--- config.mk ---
export PLATFORM = sky130hd
export DESIGN_NAME = mem_access_unit
export DESIGN_NICKNAME = d
export VERILOG_FILES = /design/src/rtl/mem_access_unit.sv
export SDC_FILE = /design/constraint.sdc
export NUM_CORES = 1
export LEC_CHECK = 0
export ABC_AREA = 1
export BUFFER_PORTS_ARGS = -buffer_cell sky130_fd_sc_hd__buf_2
export CAP_MARGIN = 5
export CORE_ASPECT_RATIO = 0.75
export CORE_MARGIN = 3
export CORE_UTILIZATION = 30
export DETAILED_ROUTE_END_ITERATION = 7
export PLACE_DENSITY = 0.67
export SLEW_MARGIN = 10
export SYNTH_ARGS = -nofsm -noshare
export SYNTH_HDL_FRONTEND = slang
export SYNTH_SLANG_ARGS = --single-unit
export TNS_END_PERCENT = 5
--- constraint.sdc ---
create_clock -name Clk -period 3.6 [get_ports Clk]
set_clock_uncertainty 0.1 [all_clocks]
set_input_delay 0.36 -clock Clk [delete_from_list [all_inputs] [get_ports Clk]]
set_output_delay 0.36 -clock Clk [all_outputs]
set_load 0.01 [all_outputs]
--- src/rtl/mem_access_unit.sv ---
// Single-outstanding RAM command sequencer: reads take 2 cycles and writes 1 cycle, or 3 with MEM_WRITE_VERIFY_EN (read-back compare).
// Backpressure: Req_Ready is high only in IDLE, and the response holds until Resp_Ready.
module mem_access_unit #(
    parameter int ADDR_WIDTH = 8,
    parameter int DATA_WIDTH = 6,
    parameter int INST_WIDTH = 21
) (
    input  logic                  Clk,
    input  logic                  Rst,
    input  logic                  Req_Valid,
    output logic                  Req_Ready,
    input  logic [1:0]            Req_Op,
    input  logic [ADDR_WIDTH-1:0] Req_Addr,
    input  logic [DATA_WIDTH-1:0] Req_Data,
    input  logic [INST_WIDTH-1:0] Req_Inst,
    output logic                  Resp_Valid,
    input  logic                  Resp_Ready,
    output logic [DATA_WIDTH-1:0] Resp_Data,
    output logic [INST_WIDTH-1:0] Resp_Inst,
    output logic                  Resp_Err,
    output logic                  Ram_Data_Read,
    output logic                  Ram_Data_Write,
    output logic                  Ram_Inst_Read,
    output logic                  Ram_Inst_Write,
    output logic [ADDR_WIDTH-1:0] Ram_Addr,
    output logic [ADDR_WIDTH-1:0] Inst_Addr,
    output logic [DATA_WIDTH-1:0] Ram_Data_In,
    output logic [INST_WIDTH-1:0] Ram_Inst_In,
    input  logic [DATA_WIDTH-1:0] Ram_Data_Out,
    input  logic [INST_WIDTH-1:0] Ram_Inst_Out
);

    typedef enum logic [2:0] {
        IDLE,
        ISSUE,
        CAPT,
        RESP
`ifdef MEM_WRITE_VERIFY_EN
        ,
        VRD,
        VCAP
`endif
    } state_t;

    state_t                  state_q, state_d;
    logic [1:0]              op_q, op_d;
    logic [ADDR_WIDTH-1:0]   addr_q, addr_d;
    logic [DATA_WIDTH-1:0]   data_in_q, data_in_d;
    logic [INST_WIDTH-1:0]   inst_in_q, inst_in_d;
    logic                    rd_dat_q, rd_dat_d;
    logic                    wr_dat_q, wr_dat_d;
    logic                    rd_ins_q, rd_ins_d;
    logic                    wr_ins_q, wr_ins_d;
    logic                    req_rdy_q, req_rdy_d;
    logic                    resp_vld_q, resp_vld_d;
    logic [DATA_WIDTH-1:0]   resp_dat_q, resp_dat_d;
    logic [INST_WIDTH-1:0]   resp_ins_q, resp_ins_d;
`ifdef MEM_WRITE_VERIFY_EN
    logic                    resp_err_q, resp_err_d;
`endif

    always_comb begin
        state_d    = state_q;
        op_d       = op_q;
        addr_d     = addr_q;
        data_in_d  = data_in_q;
        inst_in_d  = inst_in_q;
        rd_dat_d   = 1'b0;
        wr_dat_d   = 1'b0;
        rd_ins_d   = 1'b0;
        wr_ins_d   = 1'b0;
        req_rdy_d  = req_rdy_q;
        resp_vld_d = resp_vld_q;
        resp_dat_d = resp_dat_q;
        resp_ins_d = resp_ins_q;
`ifdef MEM_WRITE_VERIFY_EN
        resp_err_d = resp_err_q;
`endif
        case (state_q)
            IDLE: begin
                if (Req_Valid && req_rdy_q) begin
                    state_d   = ISSUE;
                    op_d      = Req_Op;
                    addr_d    = Req_Addr;
                    data_in_d = Req_Data;
                    inst_in_d = Req_Inst;
                    req_rdy_d = 1'b0;
                    // Strobes are registered, so they are raised on the accept edge to be live during ISSUE.
                    rd_dat_d  = (Req_Op == 2'b00);
                    wr_dat_d  = (Req_Op == 2'b01);
                    rd_ins_d  = (Req_Op == 2'b10);
                    wr_ins_d  = (Req_Op == 2'b11);
                end
            end
            ISSUE: begin
                if (!op_q[0]) begin
                    state_d = CAPT;
                end else begin
`ifdef MEM_WRITE_VERIFY_EN
                    state_d  = VRD;
                    rd_dat_d = !op_q[1];
                    rd_ins_d = op_q[1];
`else
                    state_d    = RESP;
                    resp_vld_d = 1'b1;
                    resp_dat_d = '0;
                    resp_ins_d = '0;
`endif
                end
            end
            CAPT: begin
                state_d    = RESP;
                resp_vld_d = 1'b1;
                resp_dat_d = op_q[1] ? '0 : Ram_Data_Out;
                resp_ins_d = op_q[1] ? Ram_Inst_Out : '0;
`ifdef MEM_WRITE_VERIFY_EN
                resp_err_d = 1'b0;
`endif
            end
`ifdef MEM_WRITE_VERIFY_EN
            VRD: begin
                state_d = VCAP;
            end
            VCAP: begin
                state_d    = RESP;
                resp_vld_d = 1'b1;
                resp_dat_d = '0;
                resp_ins_d = '0;
                resp_err_d = op_q[1] ? (Ram_Inst_Out != inst_in_q)
                                     : (Ram_Data_Out != data_in_q);
            end
`endif
            RESP: begin
                if (Resp_Ready) begin
                    state_d    = IDLE;
                    resp_vld_d = 1'b0;
                    req_rdy_d  = 1'b1;
                end
            end
            default: begin
                state_d   = IDLE;
                req_rdy_d = 1'b1;
            end
        endcase
    end

    always_ff @(posedge Clk) begin
        if (Rst) begin
            state_q    <= IDLE;
            op_q       <= 2'b00;
            addr_q     <= '0;
            data_in_q  <= '0;
            inst_in_q  <= '0;
            rd_dat_q   <= 1'b0;
            wr_dat_q   <= 1'b0;
            rd_ins_q   <= 1'b0;
            wr_ins_q   <= 1'b0;
            req_rdy_q  <= 1'b1;
            resp_vld_q <= 1'b0;
            resp_dat_q <= '0;
            resp_ins_q <= '0;
`ifdef MEM_WRITE_VERIFY_EN
            resp_err_q <= 1'b0;
`endif
        end else begin
            state_q    <= state_d;
            op_q       <= op_d;
            addr_q     <= addr_d;
            data_in_q  <= data_in_d;
            inst_in_q  <= inst_in_d;
            rd_dat_q   <= rd_dat_d;
            wr_dat_q   <= wr_dat_d;
            rd_ins_q   <= rd_ins_d;
            wr_ins_q   <= wr_ins_d;
            req_rdy_q  <= req_rdy_d;
            resp_vld_q <= resp_vld_d;
            resp_dat_q <= resp_dat_d;
            resp_ins_q <= resp_ins_d;
`ifdef MEM_WRITE_VERIFY_EN
            resp_err_q <= resp_err_d;
`endif
        end
    end

    assign Req_Ready      = req_rdy_q;
    assign Resp_Valid     = resp_vld_q;
    assign Resp_Data      = resp_dat_q;
    assign Resp_Inst      = resp_ins_q;
    assign Ram_Data_Read  = rd_dat_q;
    assign Ram_Data_Write = wr_dat_q;
    assign Ram_Inst_Read  = rd_ins_q;
    assign Ram_Inst_Write = wr_ins_q;
    assign Ram_Addr       = addr_q;
    assign Inst_Addr      = addr_q;
    assign Ram_Data_In    = data_in_q;
    assign Ram_Inst_In    = inst_in_q;
`ifdef MEM_WRITE_VERIFY_EN
    assign Resp_Err       = resp_err_q;
`else
    assign Resp_Err       = 1'b0;
`endif

endmodule
==> flow_summary.json <==
{
  "nFillCells": 978,
  "antennaDiodeCount": 0,
  "synthMuxAreaShare_pct": 0,
  "h-tree-depth": 3,
  "p_per_area_mw_per_mm2": 837.8,
  "synth_warnings": 0,
  "grt_usage_pct": 13.78,
  "grt_pass1_wl_mm": 12.23,
  "post_cts_buffers": 0,
  "pwr-share-clk_pct": 24.2,
  "place_area_sq_mm": 0.003556,
  "final_area_sq_mm": 0.003811,
  "cts_resized": 0,
  "fmax_mhz": 465.0,
  "grt_remaining_overflow": 0,
  "cts_buffers": 9,
  "r2r_start": "state_q[1]",
  "irDropWorstVdd_v": 0.0002346,
  "routed_wl_mm": 7.341,
  "num_rows": 30,
  "hold_viol": 0,
  "wl_per_cell_um": 11.21,
  "cp-startpoint": "state_q[1]",
  "tns_ns": 0,
  "synth_fa_ha_area_share_pct": 1.730,
  "yosys.area_share.simple_pct": 31.57,
  "num_vias": 2798,
  "clkTransAtPathRegs_ns": 0.05,
  "holdCritPathClass": "input port to flop",
  "yosysSeqAreaShare_pct": 49.83,
  "dieArea_sq_mm": 0.01087,
  "ant_nets": 0,
  "io_pins": 145,
  "final_cell_mix": "buf_2 (143), nor2_1 (132), nand2_1 (96)",
  "critPathLaunchType": "flop",
  "seq_power_share_pct": 37.3,
  "drt-pass1-iter-count": 7,
  "hold_depth": 2,
  "finalCriticalPeriod_ns": 2.151,
  "cts_tree": "done",
  "p_switching_mw": 1.196,
  "fp.dieW_um": 119.4,
  "rsz0062_at_grt": "no",
  "tightestPinTransition_ns": 1.161,
  "synth_top_family_by_area": "simple AND/OR/NAND/NOR gates",
  "reg2reg_to": "Resp_Inst[18]",
  "nets": 596,
  "syn_to_final_growth_pct": 31.75,
  "start_util_pct": 31.33,
  "synth_compound_area_share_pct": 7.310,
  "fp.dieH_um": 91.04,
  "drive_gt1_share_pct": 30.55,
  "clockBufferDepth": 2,
  "maxCapViolCount": 0,
  "drv_slew": 0,
  "min_from": "Rst",
  "syn_nets": 471,
  "p_int_mw": 1.997,
  "drc_errors": 0,
  "syn_area_sq_mm": 0.002893,
  "hpwl_mm": 5.256,
  "r2r_setup_slack_ns": 1.45,
  "fin_crit_sh_pct": 59.74,
  "crit_arrival_ns": 2.26,
  "rr_worst_depth": 6,
  "antenna_found_initial": 0,
  "cts-root-buf": "clkbuf_16",
  "endpoint_kind": "flop",
  "io_buffers": 143,
  "final_common_cell": "buf_2",
  "routed_via_density": 4.272,
  "hold_end": "state_q[0]",
  "crit_type": "flop to flop",
  "synthCells": 399,
  "ys_ff_latch": 72,
  "p_sw_share_pct": 37.47,
  "combPwrFrac_pct": 38.6,
  "slew_headroom_pct": 22.32,
  "hold_buffers": 0,
  "post-route-util_pct": 41.27,
  "path_max_fanout": 54,
  "clock_sinks": 72,
  "gp_congestion": 0.7437,
  "status": "finished clean",
  "ys_types": 22,
  "worstPathRequired_ns": 3.71,
  "finalSetupViolCount": 0,
  "first_iter_violations": 126,
  "syn_avg_cell_area_sq_um": 7.250,
  "core_sq_mm": 0.009234,
  "grt_max_degree": 70,
  "clkLatencyLatePin_ns": 0.32,
  "leakage_nw": 1.977,
  "grt_pass1_vias": 2600,
  "synth_xor_xnor_area_share_pct": 0
}
[worst max-delay path: stages (launching register included)]
cell     delay [ns]
dfxtp_1        0.39
inv_1          0.08
ha_1           0.23
o21ai_4        0.91
nand2_1        0.13
nand2_1        0.12
nor2_1         0.05
[power by group through the flow]
| stage | logic, mW | registers [mW] | clock network [mW] |
|---|---|---|---|
| final | 1.23 | 1.19 | 0.772 |
| after global routing | 1.41 | 1.22 | 0.832 |
| after CTS | 1.25 | 1.19 | 0.805 |
| after detailed placement | 1.25 | 1.20 | 0 |
| after global placement | 1.22 | 1.19 | 0 |
| after floorplan | 0.808 | 1.31 | 0 |
[cell type report]
type / count / area, sq um / area share [%]
Tap cell: 128 / 160.2 / 4.202
Clock inverter: 1 / 5.005 / 0.1313
Multi-Input combinational cell: 283 / 1179 / 30.93
Sequential cell: 72 / 1441 / 37.82
Timing Repair Buffer: 144 / 723.2 / 18.98
Inverter: 14 / 52.55 / 1.379
Clock buffer: 13 / 250.2 / 6.566
[state kept, by name (all words and copies together), names as in the netlist, 2 cells and up]
signal       flops
Inst_Addr        8
Ram_Data_In      6
Ram_Inst_In     21
Resp_Data        6
Resp_Inst       21
op_q             2
state_q          2
[metal layers]
layer	vias to the layer above	global-route usage [%]	part of all wire [%]
met5	-	0	0
met3	8	4.359	5.7
met2	71	23.32	49
li1	1464	-	-
met4	0	5.434	1.4
met1	1255	16.25	44
[cell families after synthesis]
group | count (synthesis)
simple gates | 238
flops | 72
buf+inv | 44
compound gates | 40
fa+ha+maj | 4
other cells | 1
[worst max-delay path by stage]
stage,depth (start not counted),endpoint
after floorplan,7,Resp_Data[2]
after global placement,6,Resp_Data[0]
after detailed placement,6,Resp_Inst[18]
after CTS,6,Resp_Inst[18]
after global routing,6,Resp_Inst[18]
final,6,Resp_Inst[18]
[synthesized netlist by cell type (all sizes together)]
| cell type | instances | area share (%) |
|---|---|---|
| nor2 | 133 | 18 |
| nand2 | 96 | 12 |
| dfxtp | 72 | 50 |
| o21ai | 38 | 7.0 |
| buf | 26 | 7.0 |
| inv | 14 | 1.8 |
| nand3 | 6 | 1.0 |
| clkbuf | 4 | 0.56 |
| ha | 4 | 1.7 |
| a21oi | 2 | 0.35 |
| nor3 | 2 | 0.35 |
| conb | 1 | 0.13 |
| nand4 | 1 | 0.22 |
[metrics by stage]
stage               std cells  hold WS (ns)  total power, mW  setup slack [ns]
floorplan                 399        0.3291            2.119             2.180
global placement          641        0.3596            2.410             1.560
detailed placement        641        0.3661            2.453             1.440
CTS                       655        0.1076            3.247             1.432
global route              655        0.1193            3.466             1.210
finish                    655        0.1186            3.193             1.449
Power figures use the tool's default switching activity.
